[config.mk]
export PLATFORM = sky130hd
export DESIGN_NAME = cf_fft_1024_8_seq
export DESIGN_NICKNAME = d
export VERILOG_FILES = /design/src/rtl/cf_fft_pkg.sv /design/src/rtl/cf_fft_bitrev.sv /design/src/rtl/cf_fft_1024_8_seq.sv
export SDC_FILE = /design/constraint.sdc
export NUM_CORES = 1
export LEC_CHECK = 0
export ABC_AREA = 1
export ABC_CLOCK_PERIOD_IN_PS = 2200
export BUFFER_PORTS_ARGS = -buffer_cell sky130_fd_sc_hd__buf_2
export CORE_ASPECT_RATIO = 0.75
export CORE_MARGIN = 3
export CORE_UTILIZATION = 55
export DETAILED_ROUTE_END_ITERATION = 8
export HOLD_SLACK_MARGIN = 0.1
export PLACE_DENSITY = 0.8
export REMOVE_ABC_BUFFERS = 1
export SYNTH_ARGS = -nofsm -noshare
export SYNTH_HDL_FRONTEND = slang
export SYNTH_SLANG_ARGS = --single-unit
[constraint.sdc]
create_clock -name clk -period 2.2 [get_ports clk]
set_clock_uncertainty 0.15 [all_clocks]
set_input_delay 0.22 -clock clk [delete_from_list [all_inputs] [get_ports clk]]
set_output_delay 0.22 -clock clk [all_outputs]
set_load 0.05 [all_outputs]
[src/rtl/cf_fft_pkg.sv]
// Shared definitions for the 1024-point FFT control slice: phase codes,
// default transform size and a bit-reverse helper.
package cf_fft_pkg;

  localparam int unsigned FFT_LOG2N = 10;
  localparam int unsigned FFT_N     = 1 << FFT_LOG2N;

  typedef enum logic [2:0] {
    PH_IDLE    = 3'b000,
    PH_LOAD    = 3'b001,
    PH_DRAIN   = 3'b010,
    PH_COMPUTE = 3'b011,
    PH_DONE    = 3'b100,
    PH_UNLOAD  = 3'b110
  } phase_e;

  // Reverses the low w bits of x; w is expected to be an elaboration constant <= 16.
  function automatic logic [15:0] bit_reverse(input logic [15:0] x, input int unsigned w);
    logic [15:0] r;
    r = '0;
    for (int unsigned i = 0; i < 16; i++) begin
      if (i < w) r[4'(i)] = x[4'(w - 1 - i)];
    end
    return r;
  endfunction

endpackage

[src/rtl/cf_fft_bitrev.sv]
// Combinational bit-reverser producing the UNLOAD sample address.
module cf_fft_bitrev
  import cf_fft_pkg::*;
#(
  parameter int unsigned W = FFT_LOG2N
) (
  input  logic [W-1:0] a,
  output logic [W-1:0] y
);

  assign y = W'(bit_reverse(16'(a), W));

endmodule

[src/rtl/cf_fft_1024_8_seq.sv]
// Control sequencer for the FFT core: load, per-stage compute with drain gaps,
// bit-reversed unload, and a one-cycle done pulse.
module cf_fft_1024_8_seq
  import cf_fft_pkg::*;
#(
  parameter int unsigned LOG2N    = FFT_LOG2N,
  parameter int unsigned BFLY_LAT = 3
) (
  input  logic             clk,
  input  logic             rst,
  input  logic             start,
  input  logic             in_valid,
  output logic             in_ready,
  input  logic             out_ready,
  output logic             out_valid,
  output logic [2:0]       phase,
  output logic [LOG2N-1:0] addr,
  output logic [LOG2N-2:0] bfly_idx,
  output logic [3:0]       stage,
  output logic             bfly_en,
  output logic             busy,
  output logic             done
);

  localparam int unsigned N  = 1 << LOG2N;
  localparam int unsigned IW = LOG2N - 1;
  localparam int unsigned DW = (BFLY_LAT > 1) ? $clog2(BFLY_LAT) : 1;

  localparam logic [LOG2N-1:0] CNT_LAST   = LOG2N'(N - 1);
  localparam logic [IW-1:0]    BFLY_LAST  = IW'(N / 2 - 1);
  localparam logic [DW-1:0]    DRAIN_LAST = DW'(BFLY_LAT - 1);
  localparam logic [3:0]       STAGE_LAST = 4'(LOG2N - 1);

  phase_e           ph;
  logic [LOG2N-1:0] cnt;
  logic [LOG2N-1:0] cnt_rev;
  logic [DW-1:0]    drain;

  // Phase register and all counters; terminal tests are exact equality.
  always_ff @(posedge clk) begin
    if (rst) begin
      ph       <= PH_IDLE;
      cnt      <= '0;
      bfly_idx <= '0;
      stage    <= '0;
      drain    <= '0;
    end else begin
      unique case (ph)
        PH_IDLE: begin
          if (start) ph <= PH_LOAD;
        end
        PH_LOAD: begin
          if (in_valid) begin
            cnt <= cnt + LOG2N'(1);
            if (cnt == CNT_LAST) begin
              ph       <= PH_COMPUTE;
              cnt      <= '0;
              bfly_idx <= '0;
              stage    <= '0;
            end
          end
        end
        PH_COMPUTE: begin
          bfly_idx <= bfly_idx + IW'(1);
          if (bfly_idx == BFLY_LAST) begin
            ph    <= PH_DRAIN;
            drain <= '0;
          end
        end
        PH_DRAIN: begin
          if (drain == DRAIN_LAST) begin
            if (stage == STAGE_LAST) begin
              ph  <= PH_UNLOAD;
              cnt <= '0;
            end else begin
              ph       <= PH_COMPUTE;
              stage    <= stage + 4'(1);
              bfly_idx <= '0;
            end
          end else begin
            drain <= drain + DW'(1);
          end
        end
        PH_UNLOAD: begin
          if (out_ready) begin
            cnt <= cnt + LOG2N'(1);
            if (cnt == CNT_LAST) begin
              ph  <= PH_DONE;
              cnt <= '0;
            end
          end
        end
        PH_DONE: begin
          ph       <= PH_IDLE;
          stage    <= '0;
          bfly_idx <= '0;
        end
        default: ph <= PH_IDLE;
      endcase
    end
  end

  cf_fft_bitrev #(.W(LOG2N)) u_bitrev (
    .a (cnt),
    .y (cnt_rev)
  );

  // Outputs decode from registered state only.
  assign phase     = ph;
  assign in_ready  = (ph == PH_LOAD);
  assign out_valid = (ph == PH_UNLOAD);
  assign bfly_en   = (ph == PH_COMPUTE);
  assign busy      = (ph != PH_IDLE);
  assign done      = (ph == PH_DONE);
  assign addr      = (ph == PH_UNLOAD) ? cnt_rev : cnt;

endmodule

==> results of run 1 <==
==> metal layers <==
layer  vias to the layer above  share of wire [%]
li1                       1032                  -
met1                       909                 46
met2                        79                 45
met3                         4                8.1
met4                         0               0.50
met5                         -                  0
==> path summary, 6_finish.rpt <==
kind,endpoint,slack (ns),cells past startpoint
worst max register to register,phase[2],0.12,12
worst min-delay path,bfly_idx[3],0.19,3
worst min register to register,bfly_idx[6],0.34,2
worst max-delay path,phase[2],0.12,12
==> registers in the layout (all words and copies together), names as in the netlist <==
signal	flops
drain	2
cnt	10
stage	4
bfly_idx	9
phase	3
==> power breakdown <==
part	leakage (nW)	internal, mW	total [mW]	switching [mW]
Sequential	0.229	0.593	0.681	0.0880
Combinational	0.779	0.427	1.52	1.09
Clock	0.0357	0.244	0.414	0.171
Total	1.04	1.26	2.62	1.35
==> cells in the mapped netlist, drive strengths merged, types with 2 or more instances <==
library cell  count  area share, %
or2               2           0.68
o21ai            21            5.7
xnor2             2           0.95
xor2              2           0.95
nand4             6            2.4
ha                6            4.1
nand3b            3            1.2
nor2             43            9.7
dfxtp            28             30
nand2            86             18
buf               5            2.1
nand3            25            6.8
clkbuf            3           0.61
inv              39            7.9
a21oi            21            5.9
==> final cells by class <==
cell class	instances	area share (%)
multi-input cells	223	50.08
flip-flops and latches	28	25.58
repair buffers	46	12.34
inverters	39	6.621
well taps	38	2.151
clock buffers	3	1.868
clock inverters	1	1.358
==> cell families (layout without fill, tap and decap cells) <==
family	after synthesis	count (layout)	synth area share (%)
adders and majority gates	6	6	4.059
buffers and inverters	47	89	10.62
xor gates and xnor gates	4	4	1.895
and+or+nand+nor	168	168	40.39
AOI/OAI and AO/OA	45	45	12.72
DFF	28	28	30.31
==> per-stage QoR <==
| step | total power, mW | hold slack [ns] | cells |
|---|---|---|---|
| floorplan | 1.801 | 0.1391 | 290 |
| global placement | 2.146 | 0.3129 | 374 |
| detailed placement | 2.165 | 0.3226 | 374 |
| CTS | 2.594 | 0.1918 | 378 |
| global route | 2.819 | 0.1960 | 378 |
| finish | 2.616 | 0.1916 | 378 |
==> timing repair <==
item | 4_1_cts | 5_1_grt
buffers inserted | 0 | 0
setup endpoints to repair | 2 | 18
gates resized for setup | 1 | 9
pin swaps | 0 | 2
==> critical path, delay by kind of cell, from the launching register on <==
kind,cells,cell delay [ns]
and+or+nand+nor,9,1.12
adders and majority gates,2,0.33
buffers and inverters,1,0.04
DFF,1,0.35
==> run_results.csv, run 1 <==
group,metric,value,unit
cts,htreeDepth,1,
global_route,met1_usage,34.42,%
finish,layout_commonest_cell,"nand2_1",
sta,hold_viol,0,
placed_design,routabilityCongestion,0.9323,
logic_synthesis,syn_inst,298,
logic_synthesis,synth_seq_area_share,30.31,%
global_route,grt_remaining_overflow,0,
outcome,status,"finished, final reports clean",
global_route,grt_pass1_vias,1686,
finish,num_antenna_cells,0,
global_route,use_met2,35.09,%
logic_synthesis,synthesis.area,1849,um2
worst_setup_path,arrival,2.12,ns
floorplanning,dieArea,4101,um2
cts,hold_buffers,0,
logic_synthesis,yosysUniqueCellTypes,32,
routing,wl,4.638,mm
placed_design,dpl.hpwl,3.418,mm
floorplanning,rows,17,
worst_setup_path,path_max_fanout,3,
global_route,grt.total_usage,23.32,%
sta,period_minus_slack,2.081,ns
worst_setup_path,cp-start-kind,"register",
finish,fin_util,71.68,%
routing,detail_route.iter0.violations,220,
power_and_ir_drop,ir_worst_vdd,1.323,mV
flow_run,maxCapViolCount,0,
logic_synthesis,avgSynthCellArea,6.206,um2
logic_synthesis,async_flop_share,0,%
logic_synthesis,synthFlopType,"dfxtp_1",
routing,viasPerCell,5.354,
cts,cts_num_sinks,28,
finish,design_area,2211,um2
cts,cts.path.max_buffers,2,
sta,relSlewSlack,75.19,%
cts,cts_tree,"done",
worst_setup_path,crit_start,"bfly_idx[0]",
floorplanning,initial_utilization,59.96,%
worst_setup_path,path_cells,"ha_2 -> nand4_1 -> or2_2 -> nor2_2 -> ha_1 -> inv_1 -> nand2_1 -> nand3_1 -> nor2_2 -> nand3_1 -> nand2_1 -> nor2_1",
routing,vias,2024,
sta,final.setup.tns,0,ns
global_route,grt_use_met3,5.235,%
placed_design,post-place-ws,0.08698,ns
finish,n_fill_cell,259,
logic_synthesis,synth_seq_cells,28,
floorplanning,chipWidth,72.96,um
sta,fmax,480.6,MHz
worst_setup_path,worstSetupPathType,"register to register",
power_and_ir_drop,p_leak,1.043,nW
worst_setup_path,crit_required,2.24,ns
cts,cts_buffers,3,
finish,final_cell_mix,"81 x nand2_1, 35 x nor2_1, 35 x inv_1",
logic_synthesis,synth_edf_count,0,
placed_design,post_dp_cell_area,2117,um2
global_route,grt_pass1_wl,7.686,mm
worst_hold_path,min_from,"rst",
cts,clk-insertion-delay-late,0.28,ns
routing,drc,0,
worst_setup_path,cp_slowest_stage_delay,0.35,ns
floorplanning,dieHeight,56.22,um
cts,clk_transition_reported_paths,0.10,ns
finish,multiInputGateArea,1107,um2
sta,worst_slack,0.1192,ns
routing,detail-route-antenna-nets,0,
worst_setup_path,rr_startpoint,"bfly_idx[0]",
sta,finalSetupViolCount,0,
routing,dr.pass1.iters,5,
finish,drive_gt1_share,22.65,%
finish,area_growth,19.55,%
global_route,antenna_found_initial,0,
floorplanning,coreArea,3084,um2
global_route,grt_max_degree,19,
power_and_ir_drop,cellPowerDensity,1183,nW/um2
worst_hold_path,hp-class,"input port to register",
worst_setup_path,critPathSlowestCell,"dfxtp_2",
sta,maxSlewViolCount,0,
sta,finalCritPeriodShare,94.58,%
global_route,grt-busiest-layer,"met2",
sta,worst_pin_slew,0.3721,ns
routing,wl_per_cell,12.27,um
finish,regArea,565.5,um2
logic_synthesis,yosysWarnings,0,
finish,final_net_count,352,
placed_design,port-buffer-count,35,
worst_setup_path,critPathCaptureType,"register",
floorplanning,io_pins,36,
cts,cts-root-buf,"clkbuf_8",
Note: power is estimated with default switching activity, not from simulation.
==> inputs of run 2 (changes only) <==
--- a/config.mk
+++ b/config.mk
@@ -5,15 +5,14 @@
 export SDC_FILE = /design/constraint.sdc
 export NUM_CORES = 1
 export LEC_CHECK = 0
-export ABC_AREA = 1
 export ABC_CLOCK_PERIOD_IN_PS = 2200
 export BUFFER_PORTS_ARGS = -buffer_cell sky130_fd_sc_hd__buf_2
 export CORE_ASPECT_RATIO = 0.75
 export CORE_MARGIN = 3
-export CORE_UTILIZATION = 55
+export CORE_UTILIZATION = 50
 export DETAILED_ROUTE_END_ITERATION = 8
 export HOLD_SLACK_MARGIN = 0.1
-export PLACE_DENSITY = 0.8
+export PLACE_DENSITY = 0.74
 export REMOVE_ABC_BUFFERS = 1
 export SYNTH_ARGS = -nofsm -noshare
 export SYNTH_HDL_FRONTEND = slang
==> run_results.csv, run 2 <==
group,metric,value,unit
worst_setup_path,path_common_cell,"and3_4",
logic_synthesis,synthTopCellsByCount,"28 x dfxtp_1, 17 x nor2_1, 14 x nand2_1",
power_and_ir_drop,ir_worst_vdd,0.3943,mV
finish,final_cell_mix,"34 x buf_2, 25 x dfxtp_1, 23 x buf_4",
logic_synthesis,synthesis.area,1805,um2
global_route,antenna_found_initial,0,
logic_synthesis,yosysUniqueCellTypes,54,
floorplanning,chipWidth,75.39,um
logic_synthesis,synth_xor_area_share,4.366,%
power_and_ir_drop,cellPowerDensity,809.9,nW/um2
worst_setup_path,crit_buf_inv,2,
placed_design,dpl.hpwl,3.140,mm
routing,route.met3.wl,206,um
cts,cts_tree,"done",
routing,wl_per_cell,14.99,um
logic_synthesis,synth-adder-area-share,4.158,%
floorplanning,dieArea,4375,um2
finish,largest_register,"cnt",
placed_design,dp.cells,289,
flow_run,maxCapViolCount,0,
routing,detail-route-antenna-nets,0,
floorplanning,initial_utilization,53.44,%
finish,top_regs,"cnt x10, bfly_idx x9, stage x4",
global_route,grt_pass1_wl,7.279,mm
worst_setup_path,path_max_fanout,4,
cts,cts.path.max_buffers,2,
finish,layout_commonest_cell,"buf_2",
logic_synthesis,yosys-top-cells-area,"dfxtp_1 31%, mux2_2 6.2%, ha_1 4.2%, nand2b_1 4.2%, xor2_1 3.9%",
routing,vias,1728,
sta,relSlewSlack,70.48,%
logic_synthesis,synthMuxAreaShare,7.346,%
cts,cts-root-buf,"clkbuf_8",
sta,maxSlewViolCount,0,
finish,num_antenna_cells,0,
global_route,grt_pass1_vias,1565,
worst_setup_path,cp_slowest_stage_delay,0.35,ns
routing,dr.pass1.iters,4,
sta,worst_pin_slew,0.4429,ns
logic_synthesis,async_flop_share,0,%
logic_synthesis,synth_seq_area_share,31.05,%
routing,wl_met1,2.234,mm
logic_synthesis,synth_seq_cells,28,
placed_design,port-buffer-count,35,
sta,period_minus_slack,2.215,ns
finish,largest_reg_flops,10,
logic_synthesis,synth_edf_count,0,
sta,whs,0.2074,ns
routing,route.met2.wl,2.040,mm
floorplanning,io_pins,36,
routing,viasPerCell,5.760,
cts,clk-insertion-delay-late,0.27,ns
sta,fmax,451.4,MHz
worst_hold_path,hp-class,"input port to register",
global_route,grt_remaining_overflow,0,
worst_setup_path,worstSetupPathType,"register to register",
finish,area_growth,26.82,%
cts,cts_num_sinks,28,
logic_synthesis,synth_top_family_by_area,"simple AND/OR/NAND/NOR gates",
finish,final_net_count,273,
outcome,status,"finished with violations",
logic_synthesis,yosysMostFrequentCell,"dfxtp_1",
logic_synthesis,syn_inst,210,
worst_setup_path,cp-start-kind,"register",
sta,finalCritPeriodShare,100.7,%
logic_synthesis,yosysWarnings,0,
floorplanning,dieHeight,58.04,um
worst_setup_path,crit_family,"simple AND/OR/NAND/NOR gates",
logic_synthesis,synthFlopType,"dfxtp_1",
finish,finalNonFillerCells,300,
sta,worst_slack,-0.01528,ns
power_and_ir_drop,p_leak,0.9940,nW
routing,top_layer,"met4",
routing,detail_route.iter0.violations,157,
worst_setup_path,path_cells,"ha_4 -> and3_4 -> and3_4 -> and3_4 -> ha_4 -> nand2b_4 -> o32ai_4 -> a211oi_4 -> buf_6 -> buf_6 -> a211oi_2",
logic_synthesis,synth-simple-area-share,28.83,%
logic_synthesis,synth_compound_area_share,19.20,%
logic_synthesis,synth_top_area_share,31.05,%
worst_setup_path,crit_required,2.24,ns
routing,wl,4.498,mm
sta,finalSetupViolCount,1,
outcome,violations,"negative setup slack",
routing,drc,0,
sta,hold_viol,0,
global_route,grt_max_degree,20,
cts,htreeDepth,1,
logic_synthesis,avgSynthCellArea,8.598,um2
worst_setup_path,critPathSlowestCell,"dfxtp_2",
finish,drive_gt1_share,38.08,%
sta,rsz0062_at_grt,"true",
logic_synthesis,yosysTopAreaCell,"dfxtp_1",
cts,cts_buffers,3,
placed_design,routabilityCongestion,0.8478,
worst_setup_path,arrival,2.26,ns
floorplanning,coreArea,3378,um2
floorplanning,rows,18,
worst_setup_path,critPathCaptureType,"register",
cts,clk_transition_reported_paths,0.09,ns
global_route,grt.total_usage,21.12,%
==> run 2: cell types whose count changed in the layout (fill, tap and decap cells not counted), moves of 13 or more <==
cell / previous run / this run
nand2_1: 81 / 14
inv_1: 35 / 6
nand3_1: 25 / 7
nor2_1: 35 / 17
o21ai_0: 20 / 5
buf_4: 10 / 23
==> run 2: worst reg2reg max path: cells and delay by family, from the launching register on <==
kind            cells  cell delay (ns)
compound gates      3             0.42
fa+ha+maj           2             0.30
flops               1             0.35
buf+inv             2             0.26
simple gates        4             0.68
==> run 2: power breakdown <==
group / switching (mW) / leakage, nW / total, mW / internal, mW
Clock: 0.157 / 0.0216 / 0.280 / 0.123
Sequential: 0.0495 / 0.227 / 0.594 / 0.544
Combinational: 0.605 / 0.745 / 0.980 / 0.375
==> run 2: per-layer routing <==
metal  track usage [%]  up-vias
met1             31.75      804
met3             5.026        4
met2             31.24       45
met4             2.993        0
met5                 0        -
li1                  -      875
==> run 2: area by class of cell <==
| class | instances | area (um2) |
|---|---|---|
| multi-input cells | 163 | 1242 |
| repair buffers | 59 | 365.4 |
| fillers | 272 | 1089 |
| inverters | 7 | 26.28 |
| clock buffers | 3 | 41.29 |
| well taps | 40 | 50.05 |
| flip-flops and latches | 28 | 564.3 |
==> run 2: path summary, 6_finish.rpt <==
path                                   from     endpoint  slack (ns)  cells after the start
worst max-delay path            bfly_idx[0]     phase[1]       -0.02                     11
worst min-delay path                    rst     drain[0]        0.21                      2
worst max register to register  bfly_idx[0]     phase[1]       -0.02                     11
worst min register to register  bfly_idx[7]  bfly_idx[7]        0.38                      1
==> run 2: per-stage QoR <==
step	utilization, %	area, um2	setup TNS (ns)	total power [mW]	setup slack [ns]
after global routing	67.78	2290	-0.1918	1.954	-0.08129
after floorplan	-	1740	-9.725	1.179	-0.8239
after detailed placement	61.74	2086	-0.1939	1.420	-0.07060
after CTS	66.00	2230	0	1.748	0.01466
after global placement	61.74	2086	0	1.405	0.02146
final	67.78	2290	-0.01528	1.854	-0.01528
==> run 2: timing repair <==
| item | 4_1_cts | 5_1_grt |
|---|---|---|
| hold buffers | 0 | 0 |
| resized for setup | 13 | 9 |
| buffers inserted | 4 | 4 |
| pin swaps | 7 | 3 |
| endpoints found under the setup margin | 10 | 4 |
==> run 2: logic make-up after synthesis <==
| logic type | count (synthesis) |
|---|---|
| and+or+nand+nor | 90 |
| AOI/OAI and AO/OA | 46 |
| DFF | 28 |
| buffers and inverters | 19 |
| muxes | 12 |
| xor gates and xnor gates | 9 |
| adders and majority gates | 6 |
